--- src/rtl/truss_run_controller.sv ---
// Run/shutdown sequencer for a truss test: collects component done flags,
// enforces global and inactivity timeouts, drains, then latches a verdict.
module truss_run_controller #(
   parameter int N_COMP       = 4,
   parameter int IDLE_LIMIT   = 1000,
   parameter int DRAIN_CYCLES = 16
) (
   input  logic              clk,
   input  logic              reset_n,
   input  logic              start,
   input  logic [31:0]       timeout_limit,
   input  logic              abort,
   input  logic [N_COMP-1:0] done,
   input  logic [N_COMP-1:0] heartbeat,
   output logic              run,
   output logic              shutdown_req,
   output logic              test_done,
   output logic              pass,
   output logic              timeout_global,
   output logic              timeout_idle,
   output logic              aborted,
   output logic [N_COMP-1:0] done_seen,
   output logic [31:0]       cycle_count
);

   localparam int DW = (DRAIN_CYCLES > 1) ? $clog2(DRAIN_CYCLES) : 1;
   localparam logic [DW-1:0] DRAIN_LAST = DW'(DRAIN_CYCLES - 1);
   localparam logic [31:0]   IDLE_LIM   = 32'(IDLE_LIMIT);

   typedef enum logic [1:0] {
      S_IDLE,
      S_RUN,
      S_DRAIN,
      S_DONE
   } state_t;

   state_t r_state;
   state_t w_next;

   logic [31:0]       r_limit;
   logic [31:0]       r_cnt;
   logic [31:0]       r_idle;
   logic [DW-1:0]     r_drain;
   logic [N_COMP-1:0] r_seen;
   logic              r_run;
   logic              r_shut;
   logic              r_tdone;
   logic              r_pass;
   logic              r_tg;
   logic              r_ti;
   logic              r_ab;

   logic [N_COMP-1:0] w_seen_now;
   logic              w_all;
   logic              w_hb;
   logic              w_glob;
   logic              w_idle_hit;
   logic              w_launch;
   logic              w_drain_end;
   logic              w_exit;
   logic              w_pass_n;
   logic              w_tg_n;
   logic              w_ti_n;
   logic              w_ab_n;

   assign w_seen_now  = r_seen | done;
   assign w_all       = &w_seen_now;
   assign w_hb        = |heartbeat;
   assign w_glob      = (r_limit != 32'd0) && (r_cnt + 32'd1 == r_limit);
   assign w_idle_hit  = (IDLE_LIMIT != 0) && !w_hb &&
                        (r_idle + 32'd1 == IDLE_LIM);
   assign w_launch    = start &&
                        ((r_state == S_IDLE) || (r_state == S_DONE));
   assign w_drain_end = (r_drain == DRAIN_LAST);

   always_ff @(posedge clk or negedge reset_n) begin
      if (!reset_n) r_state <= S_IDLE;
      else          r_state <= w_next;
   end

   always_comb begin
      w_next = r_state;
      unique case (r_state)
         S_IDLE:  if (start) w_next = S_RUN;
         S_RUN:   if (w_exit) w_next = S_DRAIN;
         S_DRAIN: if (w_drain_end) w_next = S_DONE;
         S_DONE:  if (start) w_next = S_RUN;
         default: w_next = S_IDLE;
      endcase
   end

   // Exit causes in priority order; the first true one decides the verdict.
   always_comb begin
      w_exit   = 1'b0;
      w_pass_n = r_pass;
      w_tg_n   = r_tg;
      w_ti_n   = r_ti;
      w_ab_n   = r_ab;
      if (w_launch) begin
         w_pass_n = 1'b0;
         w_tg_n   = 1'b0;
         w_ti_n   = 1'b0;
         w_ab_n   = 1'b0;
      end else if (r_state == S_RUN) begin
         w_exit = 1'b1;
         priority case (1'b1)
            abort:      w_ab_n   = 1'b1;
            w_all:      w_pass_n = 1'b1;
            w_glob:     w_tg_n   = 1'b1;
            w_idle_hit: w_ti_n   = 1'b1;
            default:    w_exit   = 1'b0;
         endcase
      end
   end

   always_ff @(posedge clk or negedge reset_n) begin
      if (!reset_n) begin
         r_limit <= '0;
         r_cnt   <= '0;
         r_idle  <= '0;
         r_drain <= '0;
         r_seen  <= '0;
         r_run   <= 1'b0;
         r_shut  <= 1'b0;
         r_tdone <= 1'b0;
         r_pass  <= 1'b0;
         r_tg    <= 1'b0;
         r_ti    <= 1'b0;
         r_ab    <= 1'b0;
      end else begin
         r_run   <= (w_next == S_RUN);
         r_shut  <= (w_next == S_DRAIN);
         r_tdone <= (w_next == S_DONE);
         r_pass  <= w_pass_n;
         r_tg    <= w_tg_n;
         r_ti    <= w_ti_n;
         r_ab    <= w_ab_n;
         if (w_launch) begin
            r_limit <= timeout_limit;
            r_cnt   <= '0;
            r_idle  <= '0;
            r_seen  <= '0;
         end else if (r_state == S_RUN) begin
            if (r_cnt != '1) r_cnt <= r_cnt + 32'd1;
            r_seen <= w_seen_now;
            if (w_hb)              r_idle <= '0;
            else if (r_idle != '1) r_idle <= r_idle + 32'd1;
         end else if (r_state == S_DRAIN) begin
            r_seen <= w_seen_now;
         end
         if ((r_state == S_DRAIN) && !w_drain_end)
            r_drain <= r_drain + DW'(1);
         else
            r_drain <= '0;
      end
   end

   assign run            = r_run;
   assign shutdown_req   = r_shut;
   assign test_done      = r_tdone;
   assign pass           = r_pass;
   assign timeout_global = r_tg;
   assign timeout_idle   = r_ti;
   assign aborted        = r_ab;
   assign done_seen      = r_seen;
   assign cycle_count    = r_cnt;

endmodule

--- config.mk ---
export PLATFORM = sky130hd
export DESIGN_NAME = truss_run_controller
export DESIGN_NICKNAME = d
export VERILOG_FILES = /design/src/rtl/truss_run_controller.sv
export SDC_FILE = /design/constraint.sdc
export NUM_CORES = 1
export LEC_CHECK = 0
export CORE_AREA = 5 5 117 119
export CTS_CLUSTER_SIZE = 12
export DETAILED_ROUTE_END_ITERATION = 10
export DIE_AREA = 0 0 122 124
export PLACE_DENSITY = 0.81
export SLEW_MARGIN = 20
export SYNTH_ARGS = -nofsm -noshare
export SYNTH_HDL_FRONTEND = slang
export SYNTH_SLANG_ARGS = --single-unit
--- constraint.sdc ---
create_clock -name clk -period 3.7 [get_ports clk]
set_input_delay 0.555 -clock clk [delete_from_list [all_inputs] [get_ports clk]]
set_output_delay 0.555 -clock clk [all_outputs]
set_load 0.01 [all_outputs]
=== After elaboration in Yosys (flattened, before gate mapping) ===
Cells that the tools add are included.

* Logic and storage cells: 96
* Register bits after elaboration: 113
* Input bits: 44

* Bitwise gates (word level): 1
* Reduce and logical (&&, ||, !) cells: 26
* Equality and inequality tests: 14
* Add/sub/neg operators: 3
* Multiplexer cells: 39

{| class="wikitable"
|+ Operators by type and width
! kind !! count
|-
| 2-to-1 mux 32 bit || 7
|-
| adder 32 x 1 -> 32 bit (second input constant) || 2
|-
| != test 32 bit (second input constant) || 2
|-
| equality test 32 x 10 -> 1 bit (second input constant) || 1
|-
| equality test 32 bit || 1
|-
| nonzero test 32 bit || 1
|-
| 2-to-1 mux 1 bit || 24
|-
| 2-to-1 mux 4 bit || 4
|-
| nonzero test 2 bit || 6
|-
| equality test 2 bit (second input constant) || 4
|-
| AND reduction 4 bit || 2
|-
| 2-to-1 mux 2 bit || 3
|-
| != test 2 x 1 -> 1 bit (second input constant) || 3
|-
| case mux 2 bit (3 select lines) || 1
|-
| AND reduction 2 bit || 3
|-
| nonzero test 3 bit || 2
|-
| AND reduction 5 bit || 1
|-
| adder 4 x 1 -> 4 bit (second input constant) || 1
|-
| equality test 2 x 1 -> 1 bit (second input constant) || 2
|-
| equality test 4 bit (second input constant) || 1
|-
| logical AND 1 bit || 4
|-
| bitwise OR 4 bit || 1
|-
| OR reduction 4 bit || 1
|-
| AND reduction 3 bit || 1
|-
| 4 further kinds || 5
|}

=== Longest topological paths before layout ===
Gate-level depths: netlist (run 1).

* Depth after elaboration: 12
* Mapped depth: 11
* Mapped depth without buffers: 10

=== Worst setup path after synthesis (run 1) ===
OpenSTA, ideal clock, no wires.

* Kind: reg-to-reg
* Start: register r_idle[3]
* End: register r_run, in the netlist run
* Data arrival time: 2708 ps
* Path slack: 873 ps
* Data required time: 3581 ps
* Stages on the path, launching flop included: 11
* Path through: dfrtp_1 > buf_2 > nand2_2 > nor4_4 > nand3_1 > xnor2_1 > a2111oi_2 > or4b_1 > nor3_4 > o31ai_2 > and2_1

* Longest elaborated chain between the ends: 12

{| class="wikitable"
|+ Ends and longest elaborated chain
! item !! line !! source
|-
| start: declaration || 42 || <nowiki>logic [31:0] r_idle;</nowiki>
|-
| start signal: assignment || 147 || <nowiki>else if (r_idle != '1) r_idle <= r_idle + 32'd1;</nowiki>
|-
| adder 32 x 1 -> 32 bit || 71 || <nowiki>(r_idle + 32'd1 == IDLE_LIM);</nowiki>
|-
| equality test 32 x 10 -> 1 bit || 71 ||
|-
| logical AND 1 bit || 70 || <nowiki>assign w_idle_hit = (IDLE_LIMIT != 0) && !w_hb &&</nowiki>
|-
| 2-to-1 mux 1 bit (4 in series) || 106 || <nowiki>priority case (1'b1)</nowiki>
|-
| 2-to-1 mux 1 bit || 104 || <nowiki>end else if (r_state == S_RUN) begin</nowiki>
|-
| 2-to-1 mux 1 bit || 99 || <nowiki>if (w_launch) begin</nowiki>
|-
| 2-to-1 mux 2 bit || 85 || <nowiki>S_RUN: if (w_exit) w_next = S_DRAIN;</nowiki>
|-
| case mux 2 bit (3 select lines) || 83 || <nowiki>unique case (r_state)</nowiki>
|-
| equality test 2 x 1 -> 1 bit || 131 || <nowiki>r_run <= (w_next == S_RUN);</nowiki>
|-
| end signal: assignment || 131 ||
|-
| end: declaration || 45 || <nowiki>logic r_run;</nowiki>
|}

No other way between the ends.
A chain may end at the register's enable or synchronous reset.

=== Final worst setup path (run 1) ===
* Start: register r_cnt[2], in the netlist cycle_count[2]
* End: register r_run, in the netlist run

* Longest elaborated chain between the ends: 11

{| class="wikitable"
|+ Ends and longest elaborated chain
! item !! line !! source
|-
| start: declaration || 41 || <nowiki>logic [31:0] r_cnt;</nowiki>
|-
| start signal: assignment || 144 || <nowiki>if (r_cnt != '1) r_cnt <= r_cnt + 32'd1;</nowiki>
|-
| adder 32 x 1 -> 32 bit || 69 || <nowiki>assign w_glob = (r_limit != 32'd0) && (r_cnt + 32'd1 == r_limit);</nowiki>
|-
| equality test 32 bit || 69 ||
|-
| logical AND 1 bit || 69 ||
|-
| 2-to-1 mux 1 bit (3 in series) || 106 ||
|-
| 2-to-1 mux 1 bit || 104 ||
|-
| 2-to-1 mux 1 bit || 99 ||
|-
| 2-to-1 mux 2 bit || 85 ||
|-
| case mux 2 bit (3 select lines) || 83 ||
|-
| equality test 2 x 1 -> 1 bit || 131 ||
|}

No other way between the ends.

==> results.ini, run 1 <==
[synth]
synth_top_area_share_pct=40.4
synth_area_per_cell_um2=8.48
synthCells=826
synth_ff_type=dfrtp_1
yosysSeqAreaShare_pct=40.4
async_flop_share_pct=100
synth_top_cell_by_area=dfrtp_1
netlist_area_um2=7000
synth_fp_nets=876
synth.area.top_cells=dfrtp_1 (40%), nand2_1 (8.9%), xnor2_1 (5.6%)
synth_edf_count=0
ys_warn_count=0
yosys.cell_types.count=73
synth-seq-cells=113

[clock_tree]
cts_tree=yes
cts_buffer_depth=2
ctsRootBufferMaster=clkbuf_16
cts_hold_buf=0
insertion_delay_ns=0.41
clock_sinks=113
cts_resized=0
cts_buffers=17
cts_htree_levels=4
post_cts_buffers=0
clk_pin_slew_ns=0.05

[worst_setup_path]
crit_type=flip-flop to flip-flop
cpPeakStageDelay_ns=0.54
crit_required_ns=4.01
cp_common_cell=nor4_1
cp.arrival_ns=3.31
crit_path_top_delay_cell=nor4_1
crit_fanout=9
start_kind=flip-flop
cp_top_family=simple AND/OR/NAND/NOR gates
path_cells=nand4_1 -> nor4_1 -> o21ai_0 -> a21oi_1 -> o2111ai_1 -> nor4_1 -> o2111a_2 -> o31ai_2 -> and2_1
worstSetupEndpointType=flip-flop
worst-path-buf-inv=0

[sta]
finalCriticalPeriod_ns=3.00
worstMarginPinSlew_ns=0.719
finClkSkew_ns=0.00663
drv_slew=0
clock.fmax_mhz=333
period_share_pct=81.2
slew_headroom_pct=52.0
setup_viol=0
rsz0062_at_grt=false
setup_ws_ns=0.696
hold_ws_ns=0.123
fin_setup_tns_ns=0
hold_violations=0

[global_route]
grt_max_degree=75
track_usage_pct=24.0
grt_overflow=0
first_global_vias=5858
antenna_found_initial=0
grt_pass1_wl_um=28900

[pwr]
switchingPower_mw=1.66
intPower_mw=3.08
switching_share_pct=35.0
pwr-share-clk_pct=31.4
seqPwrFrac_pct=37.1
p_per_area_nw_per_um2=559
power_mw=4.74
p_leak_nw=3.62
combinationalPowerShare_pct=31.4
ir_worst_vdd_v=0.000376

[place]
dp.cells=1045
place_area_um2=7930
port_buffers=86
pre_cts_ws_ns=0.623
gp_congestion=0.926
hpwl_um=12300

[job]
max_cap_violations=0

[floorplanning]
io-pin-count=87
dieArea_um2=15100
fp.dieW_um=122
row_count=41
die_h_um=124
start_util_pct=56.2
core_area_um2=12500

[drt]
drc=0
drt_iter0_drc=551
firstDrtPassIters=5
ant_nets=0
post_drt_wl_per_cell_um=16.2
route.vias.total=6200
routed_wl_um=17400
avgViaCountPerCell=5.77

[worst_hold_path]
min_path_type=primary input to asynchronous set/reset pin

[finish]
fin_area_um2=8470
layout_common_cells=nand2_1 (166), dfrtp_1 (113), clkdlybuf4s50_1 (85)
final_util_pct=67.9
final_common_cell=nand2_1
area_delta_synth_final_pct=20.9
layoutNonFillerInstCount=1075
insertedDiodeCount=0
layout-drive-gt1-share_pct=8.53
layout.nets=942

[run_status]
status=finished, final reports clean

synth_stat cells, drive strengths merged (3+ instances only):
| library cell | count |
|---|---|
| buf | 25 |
| inv | 12 |
| nand4b | 3 |
| nand2 | 167 |
| ha | 6 |
| or3 | 12 |
| clkbuf | 24 |
| o22ai | 4 |
| nand3 | 28 |
| nand4 | 28 |
| or2 | 5 |
| o2111ai | 3 |
| a21oi | 32 |
| nor2 | 81 |
| xor2 | 38 |
| and2 | 7 |
| a31oi | 7 |
| nor2b | 7 |
| o31ai | 10 |
| o21ai | 63 |
| nor4 | 17 |
| a211oi | 5 |
| nor3 | 22 |
| nor3b | 5 |
| xnor2 | 45 |
| and3 | 17 |
| mux2i | 5 |
| nand2b | 3 |
| dfrtp | 113 |
sequential cells by signal, summed over array words and instances (netlist names):
name and flops:
shutdown_req 1, r_state 2, r_idle 32, run 1
r_limit 32, pass 1, timeout_global 1, done_seen 4
cycle_count 32, aborted 1, timeout_idle 1, r_drain 4
test_done 1
worst register-to-register path: cells and delay by family, from the launching register on:
family           cells  cell delay [ns]
AND/OR/NAND/NOR      4             1.34
flip-flops           1             0.51
AO/OA/AOI/OAI        5             1.04
cell type report:
| cell class | instances | area, µm² |
|---|---|---|
| repair buffers | 96 | 946 |
| inverters | 12 | 45.0 |
| multi-input cells | 652 | 3890 |
| flip-flops and latches | 113 | 2830 |
| clock buffers | 23 | 478 |
| fillers | 1036 | 4000 |
| clock inverters | 7 | 60.1 |
| well taps | 172 | 215 |
power by group through the flow:
stage | combinational, mW | clock, mW | sequential (mW)
2_1_floorplan | 1.03 | 0 | 1.71
3_3_place_gp | 1.45 | 0 | 1.75
3_5_place_dp | 1.48 | 0 | 1.76
4_1_cts | 1.50 | 1.51 | 1.75
5_1_grt | 1.66 | 1.57 | 1.79
6_report | 1.49 | 1.49 | 1.76
layer usage:
metal	GRT usage [%]	routed length (µm)	part of all wire, %
met1	30.3	7460	43
met2	41.1	8790	50
met3	4.63	799	4.6
met5	0	0	0
met4	9.03	380	2.2
kinds of logic after synthesis:
group | count (synthesis) | share of synthesized area [%]
AND/OR/NAND/NOR | 411 | 30.4
AO/OA/AOI/OAI | 146 | 12.8
flip-flops | 113 | 40.4
XOR/XNOR | 83 | 10.4
buffers and inverters | 61 | 4.00
multiplexers | 6 | 0.876
adder cells (fa/ha/maj) | 6 | 1.07
path summary, 6_finish.rpt:
check	endpoint	depth (start not counted)	startpoint	slack, ns
setup / recovery	run	9	cycle_count[2]	0.70
hold / removal	r_limit[10]	1	reset_n	0.12
setup reg to reg	run	9	cycle_count[2]	0.70
hold reg to reg	r_drain[0]	1	r_drain[0]	0.48
max in group asynchronous	r_idle[26]	2	reset_n	2.80
min in group clk	r_drain[0]	1	r_drain[0]	0.48
Power figures use the tool's default switching activity.
==> inputs of run 2 (changes only) <==
CORE_AREA = 5 5 124 126   (was 5 5 117 119)
DIE_AREA = 0 0 129 131   (was 0 0 122 124)
PLACE_DENSITY = 0.76   (was 0.81)
clock period = 2.6 ns   (was 3.7 ns; I/O delays follow)
==> results.ini, run 2 (synthesized netlist as in run 1, its figures left out) <==
[run_status]
status=finished, violations left
violations=negative setup slack

[finish]
area_delta_synth_final_pct=38.1
fill_cells=1089
layoutNonFillerInstCount=1206
layout.nets=1059
seqCellArea_um2=2840
multi_input_area_um2=4110
final_util_pct=68.1
layout_common_cells=nand2_1 (164), buf_4 (114), dfrtp_1 (106)
final_common_cell=nand2_1
layout-drive-gt1-share_pct=22.8
insertedDiodeCount=0

[place]
hpwl_um=13900
port_buffers=86
gp_congestion=0.933
dp.cells=1156

[worst_setup_path]
critPathLaunch=cycle_count[1]
regToRegSetupSlack_ns=-0.13
worst-path-buf-inv=0
reg2reg_from=cycle_count[1]
cpPeakStageDelay_ns=0.41
path_cells=ha_2 -> xor2_1 -> a211oi_1 -> o221ai_1 -> a211oi_2 -> nand4_1 -> nor4_2 -> o2111a_2 -> o31ai_2 -> and2_1
crit_required_ns=2.91
cp_top_family=compound AO/OA/AOI/OAI gates
worstSetupEndpointType=flip-flop
cp_num_cells=10
cp.arrival_ns=3.04
crit_fanout=5
crit_type=flip-flop to flip-flop
start_kind=flip-flop
rr_worst_depth=10
crit_path_top_delay_cell=dfrtp_1

[floorplanning]
die_h_um=131
io-pin-count=87
row_count=44
fp.dieW_um=129
dieArea_um2=16900
core_area_um2=14200
start_util_pct=49.3

[clock_tree]
cts_tree=yes
cts_htree_levels=4
ctsRootBufferMaster=clkbuf_16
cts_buffer_depth=2
clk_pin_slew_ns=0.05
insertion_delay_ns=0.42
clock_sinks=113
cts_buffers=17

[global_route]
first_global_vias=6621
grt_pass1_wl_um=32100
track_usage_pct=23.7
grt_max_degree=73
grt_overflow=0
antenna_found_initial=0

[sta]
rsz0062_at_grt=true
slew_headroom_pct=63.7
setup_ws_ns=-0.129
setup_viol=4
worstMarginPinSlew_ns=0.545
period_share_pct=105
hold_violations=0
clock.fmax_mhz=366
finClkSkew_ns=0.0118
drv_slew=0
finalCriticalPeriod_ns=2.73

[drt]
avgViaCountPerCell=5.68
route.vias.total=6853
routed_wl_um=20200
drc=0
firstDrtPassIters=5
post_drt_wl_per_cell_um=16.7
drt_iter0_drc=548
ant_nets=0

[worst_hold_path]
min_path_type=flip-flop to flip-flop
min_path_cells=1
worstHoldStart=r_drain[0]

[job]
max_cap_violations=0

[pwr]
ir_worst_vdd_v=0.000403
p_per_area_nw_per_um2=763
p_leak_nw=4.30

run 2: cell types whose count changed in the layout (fill, tap and decap cells not counted), sizes merged:
cell and change:
clkbuf +4, buf +115, bufinv +2, dlygate4sd3 +1
clkinv -3
run 2: final timing paths:
kind	end
worst min register to register	r_drain[0]
worst max register to register	run
worst min-delay path	r_drain[0]
min in group asynchronous	cycle_count[8]
max in group asynchronous	cycle_count[6]
worst max-delay path	run
run 2: area by class of cell:
cell class | instances | area share (%)
inverter | 12 | 0.466
tap | 184 | 2.38
timing repair buffer | 213 | 19.3
multi-input combinational | 652 | 42.5
clock buffer | 26 | 4.85
sequential | 113 | 29.3
clock inverter | 6 | 1.09
run 2: worst register-to-register path, cell delays in order, from the launching register on:
cell	delay, ns
dfrtp_1	0.41
ha_2	0.31
xor2_1	0.17
a211oi_1	0.27
o221ai_1	0.20
a211oi_2	0.19
nand4_1	0.14
nor4_2	0.32
o2111a_2	0.35
o31ai_2	0.11
and2_1	0.17
run 2: timing repair:
item	4_1_cts	5_1_grt
buffers inserted	5	10
gates cloned	0	2
endpoints found under the hold margin	34	0
hold buffers	1	0
resized for setup	14	43
setup endpoints to repair	21	61
pin swaps	7	22
run 2: metal layers:
layer	vias up	global-route usage, %	wire (µm)
li1	3249	-	-
met4	0	9.26	447
met3	45	4.59	949
met5	-	0	0
met2	241	40.1	10400
met1	3318	30.2	8400
run 2: where the power goes:
group | switching (mW) | internal, mW
clock network | 0.784 | 1.53
logic | 1.40 | 1.18
registers | 0.377 | 2.11
run 2: through the flow:
step	setup slack (ns)	power, mW	hold WS [ns]	cell area [µm²]	TNS, ns
after floorplan	-0.0655	3.90	0.0944	7020	-0.115
after global placement	-0.143	4.75	0.404	8720	-0.331
after detailed placement	-0.207	4.81	0.409	8720	-1.37
after CTS	-0.0606	7.19	0.476	9400	-0.120
after global routing	-0.260	7.78	0.491	9670	-3.10
final	-0.129	7.38	0.471	9670	-0.360
==> inputs of run 3 (changes only) <==
CELL_PAD_IN_SITES_DETAIL_PLACEMENT = 0   (was default)
CELL_PAD_IN_SITES_GLOBAL_PLACEMENT = 2   (was default)
CORE_AREA = 5 5 157 159   (was 5 5 124 126)
DIE_AREA = 0 0 162 164   (was 0 0 129 131)
PLACE_DENSITY = default   (was 0.76)
PLACE_DENSITY_LB_ADDON = 0.1   (was default)
==> results.ini, run 3 (synthesized netlist as in run 1, its figures left out) <==
[drt]
avgViaCountPerCell=5.11
ant_nets=0
routed_wl_um=23100
route.vias.total=6834
firstDrtPassIters=5
post_drt_wl_per_cell_um=17.3
drc=0
drt_iter0_drc=294

[finish]
final_common_cell=nand2_1
layout.nets=1085
layout_common_cells=nand2_1 (161), buf_4 (140), dfrtp_1 (104)
fin_area_um2=10100
area_delta_synth_final_pct=44.0
insertedDiodeCount=0
layout-drive-gt1-share_pct=26.0
fill_cells=2251

[sta]
period_share_pct=103
finalCriticalPeriod_ns=2.69
setup_ws_ns=-0.0891
finClkSkew_ns=0.0102
hold_ws_ns=0.483
clock.fmax_mhz=372
slew_headroom_pct=61.7
worstMarginPinSlew_ns=0.575
drv_slew=0
hold_violations=0
rsz0062_at_grt=true
setup_viol=10

[clock_tree]
ctsRootBufferMaster=clkbuf_16
cts_buffer_depth=2
insertion_delay_ns=0.41
cts_tree=yes
clock_sinks=113
cts_htree_levels=4
cts_buffers=17
clk_pin_slew_ns=0.06

[floorplanning]
die_h_um=164
dieArea_um2=26600
row_count=56
fp.dieW_um=162
core_area_um2=23100
start_util_pct=30.3
io-pin-count=87

[pwr]
ir_worst_vdd_v=0.000429
p_per_area_nw_per_um2=751
p_leak_nw=4.43

[place]
hpwl_um=17300
port_buffers=86
gp_congestion=0.834
place_area_um2=9030

[global_route]
grt_overflow=0
grt_max_degree=50
first_global_vias=7031
track_usage_pct=17.6
antenna_found_initial=0
grt_pass1_wl_um=37200

[run_status]
status=finished, violations left
violations=negative setup slack

[job]
max_cap_violations=0

[worst_setup_path]
regToRegSetupSlack_ns=-0.09
crit_path_top_delay_cell=or4_4
crit_required_ns=2.90
start_kind=flip-flop
rr_worst_depth=10
path_cells=buf_4 -> nand4_1 -> or4_4 -> nor2_2 -> xor2_1 -> o211ai_1 -> nor4_1 -> o2111a_2 -> o31ai_4 -> and2_1
crit_fanout=5
cpPeakStageDelay_ns=0.56
cp.arrival_ns=2.99
crit_type=flip-flop to flip-flop
worstSetupEndpointType=flip-flop

[worst_hold_path]
min_path_type=flip-flop to flip-flop
min_path_cells=1

run 3: changes by cell type in the layout (fill, tap and decap cells not counted), sizes merged:
cell      change
buf          +27
clkbuf       -10
clkinv        +4
clkinvlp      +4
inv           +2
bufinv        -1
run 3: what timing repair did:
item,4_1_cts,5_1_grt
gates resized for setup,23,51
buffers inserted,13,11
setup endpoints to repair,37,60
pin swaps,9,44
cloned,1,0
hold endpoints to repair,34,0
hold buffers,1,0
run 3: layout make-up:
type	instances	area [µm²]	share of cell area [%]
inverter	12	45.0	0.447
clock buffer	17	425	4.22
sequential	113	2840	28.2
multi-input combinational	652	4150	41.1
tap	290	363	3.60
timing repair buffer	239	2110	20.9
clock inverter	15	161	1.60
run 3: layer usage:
| metal | part of all wire, % | global-route usage, % | wire, µm | up-vias |
|---|---|---|---|---|
| li1 | - | - | - | 3296 |
| met1 | 43 | 21.8 | 10000 | 3393 |
| met2 | 52 | 31.5 | 12000 | 124 |
| met3 | 3.3 | 3.49 | 761 | 21 |
| met4 | 1.5 | 4.31 | 338 | 0 |
| met5 | 0 | 0 | 0 | - |
run 3: path summary, 6_finish.rpt:
path                                start        endpoint
setup / recovery           cycle_count[1]             run
hold / removal                 r_drain[0]      r_drain[0]
setup reg to reg           cycle_count[1]             run
hold reg to reg                r_drain[0]      r_drain[0]
max in group asynchronous         reset_n       r_idle[4]
min in group asynchronous         reset_n  cycle_count[8]
run 3: power breakdown:
part           internal, mW  switching [mW]
Combinational          1.26            1.50
Clock                  1.42           0.907
Sequential             2.11           0.384
run 3: metrics by stage:
stage                     setup TNS (ns)  power, mW  util [%]  setup slack [ns]  instances
after detailed placement           -2.86       4.98      39.1            -0.354       1283
after floorplan                   -0.115       3.90         -           -0.0655        826
final                             -0.514       7.57      43.6           -0.0891       1338
after global routing               -2.21       8.05      43.6            -0.187       1338
after global placement             -1.64       4.94      39.1            -0.306       1283
after CTS                         -0.214       7.65      42.7           -0.0896       1330
run 3: worst max-delay path, delay by kind of cell (launching register included):
family,cells,cell delay (ns)
XOR/XNOR,1,0.18
AND/OR/NAND/NOR,5,1.27
flip-flops,1,0.38
buffers and inverters,1,0.13
AO/OA/AOI/OAI,3,0.61
